==> src/rtl/mw8080_pkg.sv <==
// Shared types, constants and helpers for the Midway/Taito 8080 colour overlay.
// The struct types are sized for the default build (1-bit colour, 9-bit counters).
package mw8080_pkg;

    localparam int COLOR_W_DEF = 1;
    localparam int HC_W_DEF    = 9;

    typedef struct packed {
        logic [COLOR_W_DEF-1:0] r;
        logic [COLOR_W_DEF-1:0] g;
        logic [COLOR_W_DEF-1:0] b;
    } rgb_t;

    typedef struct packed {
        logic [HC_W_DEF-1:0] start;
        rgb_t                rgb;
    } band_t;

    localparam rgb_t RGB_WHITE = '1;
    localparam rgb_t RGB_BLACK = '0;

    function automatic int band_aw(input int n);
        return (n > 1) ? $clog2(n) : 1;
    endfunction

endpackage

==> src/rtl/mw8080_overlay_if.sv <==
// Band-table configuration port: one-cycle write strobe, band index and {start, R, G, B}.
interface mw8080_overlay_if #(
    parameter int ADDR_W = 2,
    parameter int DATA_W = 12
);
    logic              Cfg_We;
    logic [ADDR_W-1:0] Cfg_Addr;
    logic [DATA_W-1:0] Cfg_Data;

    modport master (output Cfg_We, Cfg_Addr, Cfg_Data);
    modport slave  (input  Cfg_We, Cfg_Addr, Cfg_Data);
endinterface

==> src/rtl/mw8080_raster_cnt.sv <==
// Raster position tracker: falling-edge detection on the core syncs and the
// saturating horizontal/vertical counters, all advanced on pixel-enable cycles.
module mw8080_raster_cnt #(
    parameter int HC_W = 9,
    parameter int VC_W = 9
) (
    input  logic            clk,
    input  logic            rst_n,
    input  logic            pix_ce,
    input  logic            hsync,
    input  logic            vsync,
    output logic [HC_W-1:0] hcount,
    output logic [VC_W-1:0] vcount,
    output logic            line_start,
    output logic            frame_start
);

    logic hsync_q;
    logic vsync_q;

    // Previous values start high so the first real sync after reset is an edge.
    assign line_start  = pix_ce & hsync_q & ~hsync;
    assign frame_start = pix_ce & vsync_q & ~vsync;

    always_ff @(posedge clk or negedge rst_n) begin
        if (!rst_n) begin
            hsync_q <= 1'b1;
            vsync_q <= 1'b1;
            hcount  <= '0;
            vcount  <= '0;
        end else if (pix_ce) begin
            hsync_q <= hsync;
            vsync_q <= vsync;
            if (line_start)
                hcount <= '0;
            else if (hcount != '1)
                hcount <= hcount + 1'b1;
            if (frame_start)
                vcount <= '0;
            else if (line_start && vcount != '1)
                vcount <= vcount + 1'b1;
        end
    end

endmodule

==> src/rtl/mw8080_overlay.sv <==
// Run-time programmable vertical-band colour overlay for 8080 monochrome video.
// Optional backdrop colour for unlit pixels: define MW_OVERLAY_BACKDROP_EN.
module mw8080_overlay
    import mw8080_pkg::*;
#(
    parameter int NUM_BANDS = 4,
    parameter int COLOR_W   = 1,
    parameter int HC_W      = 9,
    parameter int VC_W      = 9
) (
    input  logic               Clk,
    input  logic               Rst_n,
    input  logic               Pix_Ce,
    input  logic               Video,
    input  logic               HSync,
    input  logic               VSync,
    input  logic               Enable,
    mw8080_overlay_if.slave    cfg,
    output logic [COLOR_W-1:0] O_VIDEO_R,
    output logic [COLOR_W-1:0] O_VIDEO_G,
    output logic [COLOR_W-1:0] O_VIDEO_B,
    output logic               O_HSYNC,
    output logic               O_VSYNC,
    output logic [HC_W-1:0]    O_HCount,
    output logic [VC_W-1:0]    O_VCount
);

    localparam int BAND_AW = band_aw(NUM_BANDS);
    localparam int RGB_W   = 3 * COLOR_W;
    localparam logic [RGB_W-1:0] RGB_ONES = {RGB_W{1'b1}};

    // A band whose address is taken by the backdrop can never be programmed,
    // so it is left out of the lookup instead of shadowing the real bands.
`ifdef MW_OVERLAY_BACKDROP_EN
    localparam int NB_LOOKUP = (NUM_BANDS == (1 << BAND_AW)) ? NUM_BANDS - 1 : NUM_BANDS;
`else
    localparam int NB_LOOKUP = NUM_BANDS;
`endif

    logic [HC_W-1:0]  hcount;
    logic [VC_W-1:0]  vcount;
    logic             line_start;
    logic             frame_start;

    logic [HC_W-1:0]  sh_start  [NUM_BANDS];
    logic [RGB_W-1:0] sh_rgb    [NUM_BANDS];
    logic [HC_W-1:0]  act_start [NUM_BANDS];
    logic [RGB_W-1:0] act_rgb   [NUM_BANDS];

    logic [HC_W-1:0]  cfg_start;
    logic [RGB_W-1:0] cfg_rgb;
    logic             addr_is_bd;
    logic [RGB_W-1:0] band_rgb;
    logic [RGB_W-1:0] dark_rgb;
    logic [RGB_W-1:0] pix_rgb;

    logic [RGB_W-1:0] rgb_q;
    logic             hs_q;
    logic             vs_q;
    logic             run;

    mw8080_raster_cnt #(
        .HC_W (HC_W),
        .VC_W (VC_W)
    ) u_raster (
        .clk         (Clk),
        .rst_n       (Rst_n),
        .pix_ce      (Pix_Ce),
        .hsync       (HSync),
        .vsync       (VSync),
        .hcount      (hcount),
        .vcount      (vcount),
        .line_start  (line_start),
        .frame_start (frame_start)
    );

    assign cfg_start = cfg.Cfg_Data[RGB_W +: HC_W];
    assign cfg_rgb   = cfg.Cfg_Data[RGB_W-1:0];

    // Commit copies the pre-write shadow; a write in the same cycle waits a line.
    always_ff @(posedge Clk or negedge Rst_n) begin
        if (!Rst_n) begin
            for (int i = 0; i < NUM_BANDS; i++) begin
                sh_start[i]  <= '0;
                sh_rgb[i]    <= RGB_ONES;
                act_start[i] <= '0;
                act_rgb[i]   <= RGB_ONES;
            end
        end else begin
            if (line_start) begin
                for (int i = 0; i < NUM_BANDS; i++) begin
                    act_start[i] <= sh_start[i];
                    act_rgb[i]   <= sh_rgb[i];
                end
            end
            for (int i = 0; i < NUM_BANDS; i++) begin
                if (cfg.Cfg_We && !addr_is_bd && cfg.Cfg_Addr == BAND_AW'(i)) begin
                    sh_start[i] <= cfg_start;
                    sh_rgb[i]   <= cfg_rgb;
                end
            end
        end
    end

`ifdef MW_OVERLAY_BACKDROP_EN
    logic [RGB_W-1:0] bd_sh;
    logic [RGB_W-1:0] bd_act;

    assign addr_is_bd = &cfg.Cfg_Addr;

    always_ff @(posedge Clk or negedge Rst_n) begin
        if (!Rst_n) begin
            bd_sh  <= '0;
            bd_act <= '0;
        end else begin
            if (line_start)
                bd_act <= bd_sh;
            if (cfg.Cfg_We && addr_is_bd)
                bd_sh <= cfg_rgb;
        end
    end

    assign dark_rgb = Enable ? bd_act : '0;
`else
    assign addr_is_bd = 1'b0;
    assign dark_rgb   = '0;
`endif

    // Ascending scan: the highest band whose start has been reached wins.
    always_comb begin
        band_rgb = act_rgb[0];
        for (int i = 0; i < NB_LOOKUP; i++) begin
            if (act_start[i] <= hcount)
                band_rgb = act_rgb[i];
        end
    end

    assign pix_rgb = Video ? (Enable ? band_rgb : RGB_ONES) : dark_rgb;

    always_ff @(posedge Clk or negedge Rst_n) begin
        if (!Rst_n) begin
            rgb_q <= '0;
            hs_q  <= 1'b1;
            vs_q  <= 1'b1;
            run   <= 1'b0;
        end else begin
            run <= 1'b1;
            if (Pix_Ce) begin
                rgb_q <= pix_rgb;
                hs_q  <= HSync;
                vs_q  <= VSync;
            end
        end
    end

    // Syncs read 0 while in reset and go inactive-high one cycle after release.
    assign O_HSYNC   = hs_q & run;
    assign O_VSYNC   = vs_q & run;
    assign O_VIDEO_R = rgb_q[2*COLOR_W +: COLOR_W];
    assign O_VIDEO_G = rgb_q[COLOR_W +: COLOR_W];
    assign O_VIDEO_B = rgb_q[0 +: COLOR_W];
    assign O_HCount  = hcount;
    assign O_VCount  = vcount;

endmodule

==> src/flat_wrapper.sv <==
// flat-port wrapper written by rule: the top's interface ports become plain ports
module mw8080_overlay_flat import mw8080_pkg::*;
#(
    parameter int NUM_BANDS = 4,
    parameter int COLOR_W   = 1,
    parameter int HC_W      = 9,
    parameter int VC_W      = 9
)
  (Clk, Rst_n, Pix_Ce, Video, HSync, VSync, Enable, O_VIDEO_R, O_VIDEO_G, O_VIDEO_B, O_HSYNC, O_VSYNC, O_HCount, O_VCount, cfg_Cfg_We, cfg_Cfg_Addr, cfg_Cfg_Data);
  mw8080_overlay_if #(.ADDR_W((3)), .DATA_W(((9) + 3 * (1)))) cfg_i ();
  input  logic Clk;
  input  logic Rst_n;
  input  logic Pix_Ce;
  input  logic Video;
  input  logic HSync;
  input  logic VSync;
  input  logic Enable;
  output logic [COLOR_W-1:0] O_VIDEO_R;
  output logic [COLOR_W-1:0] O_VIDEO_G;
  output logic [COLOR_W-1:0] O_VIDEO_B;
  output logic O_HSYNC;
  output logic O_VSYNC;
  output logic [HC_W-1:0] O_HCount;
  output logic [VC_W-1:0] O_VCount;
  input wire logic [$bits(cfg_i.Cfg_We)-1:0] cfg_Cfg_We;
  input wire logic [$bits(cfg_i.Cfg_Addr)-1:0] cfg_Cfg_Addr;
  input wire logic [$bits(cfg_i.Cfg_Data)-1:0] cfg_Cfg_Data;
  assign cfg_i.Cfg_We = cfg_Cfg_We;
  assign cfg_i.Cfg_Addr = cfg_Cfg_Addr;
  assign cfg_i.Cfg_Data = cfg_Cfg_Data;
  mw8080_overlay #(.NUM_BANDS(NUM_BANDS), .COLOR_W(COLOR_W), .HC_W(HC_W), .VC_W(VC_W)) u_core (.Clk(Clk), .Rst_n(Rst_n), .Pix_Ce(Pix_Ce), .Video(Video), .HSync(HSync), .VSync(VSync), .Enable(Enable), .cfg(cfg_i), .O_VIDEO_R(O_VIDEO_R), .O_VIDEO_G(O_VIDEO_G), .O_VIDEO_B(O_VIDEO_B), .O_HSYNC(O_HSYNC), .O_VSYNC(O_VSYNC), .O_HCount(O_HCount), .O_VCount(O_VCount));
endmodule
==> config.mk <==
export PLATFORM = sky130hd
export DESIGN_NAME = mw8080_overlay_flat
export DESIGN_NICKNAME = d
export VERILOG_FILES = /design/src/rtl/mw8080_pkg.sv /design/src/rtl/mw8080_overlay_if.sv /design/src/rtl/mw8080_raster_cnt.sv /design/src/rtl/mw8080_overlay.sv /design/src/flat_wrapper.sv
export SDC_FILE = /design/constraint.sdc
export NUM_CORES = 1
export LEC_CHECK = 0
export BUFFER_PORTS_ARGS = -buffer_cell sky130_fd_sc_hd__buf_2
export CAP_MARGIN = 20
export CELL_PAD_IN_SITES_DETAIL_PLACEMENT = 1
export CELL_PAD_IN_SITES_GLOBAL_PLACEMENT = 1
export CORE_UTILIZATION = 35
export CTS_CLUSTER_DIAMETER = 200
export DETAILED_ROUTE_END_ITERATION = 10
export MAX_ROUTING_LAYER = met4
export PLACE_DENSITY = 0.64
export RECOVER_POWER = 50
export SYNTH_ARGS = -nofsm -noshare
export SYNTH_HDL_FRONTEND = slang
export SYNTH_SLANG_ARGS = --single-unit
==> constraint.sdc <==
create_clock -name Clk -period 3.9 [get_ports Clk]
set_clock_uncertainty 0.1 [all_clocks]
set_input_delay 0.195 -clock Clk [delete_from_list [all_inputs] [get_ports Clk]]
set_output_delay 0.195 -clock Clk [all_outputs]
set_load 0.005 [all_outputs]
Yosys cells after proc, flatten, opt, wreduce, memory -nomap -nowiden
Index checks and enable logic that the tools add are counted.
Widths: inputs -> output; s select.
Operators by class
  eq/ne operators: 5
  $lt $le $gt $ge: 3
  bitwise operators: 8
  add/sub/neg operators: 2
  mux-type cells: 9
  reduce and logical (&&, ||, !) cells: 10
Operator list (number)
  $mux 9: 4
  $le 9x9->1: 3
  $add 9x1->9 const B: 2
  $ne 9x9->1 const B: 2
  $mux 3: 5
  $and 1x1->1: 6
  $eq 3x2->1 const B: 2
  $logic_and 1x1->1: 5
  $reduce_and 2->1: 2
  $reduce_bool 2->1: 2
  $eq 3x1->1 const B: 1
  $logic_not 3->1: 1
  $not 1->1: 2
Storage, ports and cells
  word-level logic and storage cells: 57
  output and inout bits: 23
  flip-flop bits (word level): 102
  input port bits: 23

Logic depth before layout (Yosys ltp)
  depth after elaboration: 6
  gate-level depth with buffers: 10
  depth with buffers taken out: 9

Cells and area by module
A second synthesis with hierarchy kept.
Unflattened totals
  cells, all modules: 408
  area total of the unflattened synthesis: 5021.1 um^2
Modules (own cells, without submodules)
  mw8080_overlay: cells each 302, instances 1, area each 3933.8 um^2
  mw8080_raster_cnt: cells each 106, instances 1, area each 1087.3 um^2

Worst setup path before layout
No wires, ideal clock.
  path type: reg-to-reg
  start point: reg u_core.u_raster.hcount[2]
  end point: reg u_core.rgb_q[0]
  library setup time: 87 ps
  buffers on the path: 0
  period minus slack after synthesis: 2119 ps
  path slack: 1781 ps
  stages on the path, launching flop included: 9
  arrival time: 1932 ps
  path through: dfrtp_1 inv_1 ha_1 a21oi_1 o21ai_1 a2111oi_4 nor3_2 mux2_1 a211oi_2
Between the ends
  longest elaborated chain between the ends: 6
  elaborated cells on any way between the ends: 8
RTL lines
  start, declared: line mw8080_raster_cnt.sv:12  | output logic [HC_W-1:0] hcount,
  start signal, assigned: line mw8080_raster_cnt.sv:37  | hcount <= hcount + 1'b1;
  $le 9x9->1: line mw8080_overlay.sv:133  | if (act_start[i] <= hcount)
  $mux 3 (2 in series): line mw8080_overlay.sv:133
  $mux 3 *: line mw8080_overlay.sv:133
  $mux 3 * (2 in series): line mw8080_overlay.sv:138  | assign pix_rgb = Video ? (Enable ? band_rgb : RGB_ONES) : dark_rgb;
  end signal, assigned: line mw8080_overlay.sv:149  | rgb_q <= pix_rgb;
  end, declared: line mw8080_overlay.sv:57  | logic [RGB_W-1:0] rgb_q;
Mark *: on every way between the ends. The rest lies on a longest branch, timed or not.
A chain may end at the register's enable or synchronous reset.

==> metrics.md <==
| Metric | Value |
|---|---|
| Clock share of power | `24.7%` |
| Antenna Nets Post-Route | `0` |
| Final worst slack | `1.461 ns` |
| Global route overflow | `0` |
| Max-Cap Viols | `1` |
| Core area | `13,400 µm²` |
| Critical path buffers and inverters | `4` |
| Final setup fails | `0` |
| Routed len/inst | `16.66 µm` |
| DR iter-0 viols | `131` |
| Part of the cycle the worst path needs | `62.54%` |
| Pre-Repair DR Iteration Count | `4` |
| CTS-repair resized insts | `0` |
| Status | `finished with violations` |
| Clock-pin slew on the worst setup and hold paths | `0.06 ns` |
| Peak VDD IR | `0.2581 mV` |
| Final HPWL from detailed placement | `7412 µm` |
| Die height | `119.7 µm` |
| Ant diodes | `0` |
| Register area | `2585 µm²` |
| Via count | `3,042` |
| Post-synth EDFFs | `0` |
| Inserted Clock Buffers | `9` |
| Fin area | `5613 µm²` |
| Post-route setup TNS | `0 ns` |
| Largest net degree at the start of global routing | `82` |
| Ys Warns | `0` |
| Crit path required time | `4.32 ns` |
| Slowest-stage cell, CP | `clkbuf_1` |
| CTS root buf | `clkbuf_16` |
| Gpl congestion | `0.7587` |
| DRC violations left | `0` |
| Share of layout cells above drive strength 1 | `31.80%` |
| Syn_area_per_cell | `13.00 µm²` |
| Synth Cell Area | `4848 µm²` |
| #FFs+latches synth | `102` |
| Placed inst area | `5255 µm²` |
| Rows | `42` |
| Hold Path Class | `input port to flip-flop` |
| Initial Util | `36.18%` |
| Via-to-Cell Ratio | `4.987` |
| Most common cell after layout, fill and taps aside | `dfrtp_1` |
| First-pass GRT wire length | `17,570 µm` |
| Area Growth Syn to Fin | `15.77%` |
| Place WS | `1.591 ns` |
| Most frequent cells in the layout | `dfrtp_1, mux2_2, buf_2, mux2_1, ha_1` |
| Crit path cell chain | `dlygate4sd3_1 > clkbuf_1 > buf_12 > buf_4` |
| Ys async rst share | `100.0%` |
| Internal | `2.327 mW` |
| DRT Wirelength | `10,160 µm` |
| Share of power burned in registers | `47.5%` |
| PwrDens | `599.0 nW/µm²` |
| Clock sink count | `102` |
| Final Hold Fails | `0` |
| Relative max-transition margin | `-31.62%` |
| Port buffer count | `45` |
| Insertion delay to the later sink of the worst-skew pair | `0.35 ns` |
| CP arrival | `2.86 ns` |
| Crit end category | `asynchronous set/reset pin` |
| CP peak stage delay | `1.41 ns` |
| Number of global-route vias before repair | `3,384` |
| Ports | `46` |
| Layout net count | `483` |
| Sequential element share of the synthesized area | `53.32%` |
| Top_reg_cell synth | `dfrtp_1` |
| CP max FO | `47` |
| Post-synthesis cell count | `373` |
| Leak | `2.495 nW` |
| Syn Nets | `427` |
| Min cycle time layout | `2.439 ns` |
| Failing checks | `capacitance limit, slew limit` |
| Initial antenna violation count | `0` |
| Die area | `14,330 µm²` |
| H-tree depth | `3` |
| Die width | `119.7 µm` |
| Multi-input logic area | `2162 µm²` |
| Post-CTS Repair Setup Buffers | `0` |
| Final Max Tran Viols | `35` |
| GRT Util Overall | `16.54%` |
| Unique cell type count in the Yosys netlist | `46` |
| Startpoint Class | `input port` |
| Clock Path Buffers | `2` |
| Switch share | `30.78%` |
| Delay-heaviest family, CP | `buffers and inverters` |
| Fill cell count | `1,423` |
| NetSw | `1.035 mW` |
| Critical setup path kind | `input port to asynchronous set/reset pin` |
| Worst Tran Pin Value | `1.974 ns` |
| Comb power frac | `27.8%` |
| CTS tree | `built` |
| Max Clk Rate | `410.0 MHz` |
| Unrepaired setup endpoints after global routing | `no` |
logic make-up (layout without fill, tap and decap cells):
logic type | Yosys count | count (layout) | synth area share (%)
adders and majority gates | 31 | 31 | 8.000
buffers and inverters | 23 | 84 | 2.116
other | 1 | 1 | 0.07735
DFF | 102 | 102 | 53.32
and+or+nand+nor | 84 | 84 | 9.058
xor gates and xnor gates | 12 | 12 | 2.168
muxes | 87 | 87 | 20.03
AOI/OAI and AO/OA | 33 | 33 | 5.239
repair_timing:
| action | 4_1_cts | 5_1_grt |
|---|---|---|
| hold buffers | 8 | 0 |
| endpoints found under the hold margin | 66 | 0 |
| setup endpoints to repair | 0 | 0 |
flip-flops by register name (all words and copies together), names as in the netlist:
signal,flops
u_core.act_start,27
u_core.sh_start,27
u_core.act_rgb,12
u_core.sh_rgb,12
u_core.u_raster.hcount,9
u_core.u_raster.vcount,9
u_core.rgb_q,3
u_core.hs_q,1
u_core.run,1
u_core.vs_q,1
metrics by stage:
| stage | hold slack (ns) | utilization, % | instances | power (mW) |
|---|---|---|---|---|
| 4_1_cts | 0.0002316 | 41.82 | 609 | 3.432 |
| 6_report | 0.01776 | 41.89 | 610 | 3.362 |
| 3_3_place_gp | 0.3312 | 39.22 | 585 | 2.518 |
| 5_1_grt | 0.01841 | 41.89 | 610 | 3.619 |
| 2_1_floorplan | -0.2006 | - | 373 | 2.237 |
| 3_5_place_dp | 0.3335 | 39.22 | 585 | 2.572 |
metal layers:
metal / vias up / GRT usage, % / wire (µm)
met5: - / - / 0
met4: 0 / 7.656 / 266
met3: 22 / 3.470 / 235
met2: 36 / 26.70 / 4999
met1: 1540 / 19.85 / 4659
li1: 1444 / - / -
power groups by stage:
stage	combinational [mW]	sequential, mW	clock (mW)
2_1_floorplan	0.701	1.54	0
3_3_place_gp	0.912	1.61	0
3_5_place_dp	0.951	1.62	0
4_1_cts	0.964	1.60	0.863
5_1_grt	1.08	1.65	0.899
6_report	0.936	1.60	0.830
synthesized netlist by cell type (3+ instances only):
cell,count,area share (%)
a211oi_1,3,0.46
a21oi_1,4,0.41
and2_1,3,0.39
and3_1,5,0.65
buf_2,7,0.72
dfrtp_1,76,39
dfstp_2,26,14
ha_1,31,8.0
inv_1,12,0.93
mux2_1,31,7.2
mux2_2,49,11
mux2i_1,7,1.4
nand2_1,18,1.4
nand2b_1,3,0.39
nand3_1,6,0.62
nand4_1,9,1.2
nor2_1,23,1.8
nor3_1,4,0.41
o21ai_0,6,0.62
o21ai_1,6,0.62
xnor2_1,6,1.1
xor2_1,6,1.1
path summary, 6_finish.rpt:
check	startpoint	end	slack (ns)	depth (start not counted)
max in group Clk	u_core.u_raster.vcount[2]	u_core.u_raster.vcount[5]	1.59	9
min in group asynchronous	Rst_n	u_core.sh_start[23]	0.84	2
setup / recovery	Rst_n	u_core.sh_start[11]	1.46	4
hold reg to reg	u_core.sh_start[1]	u_core.act_start[1]	0.39	1
hold / removal	cfg_Cfg_Data[7]	u_core.sh_start[22]	0.02	2
setup reg to reg	u_core.u_raster.vcount[2]	u_core.u_raster.vcount[5]	1.59	9
area by class of cell:
class / instances / area share, %
Sequential cell: 102 / 46.05
Multi-Input combinational cell: 248 / 38.52
Timing Repair Buffer: 56 / 5.907
Clock buffer: 12 / 4.391
Tap cell: 176 / 3.923
Inverter: 12 / 0.8025
Clock inverter: 4 / 0.4012
Power figures use the tool's default switching activity.
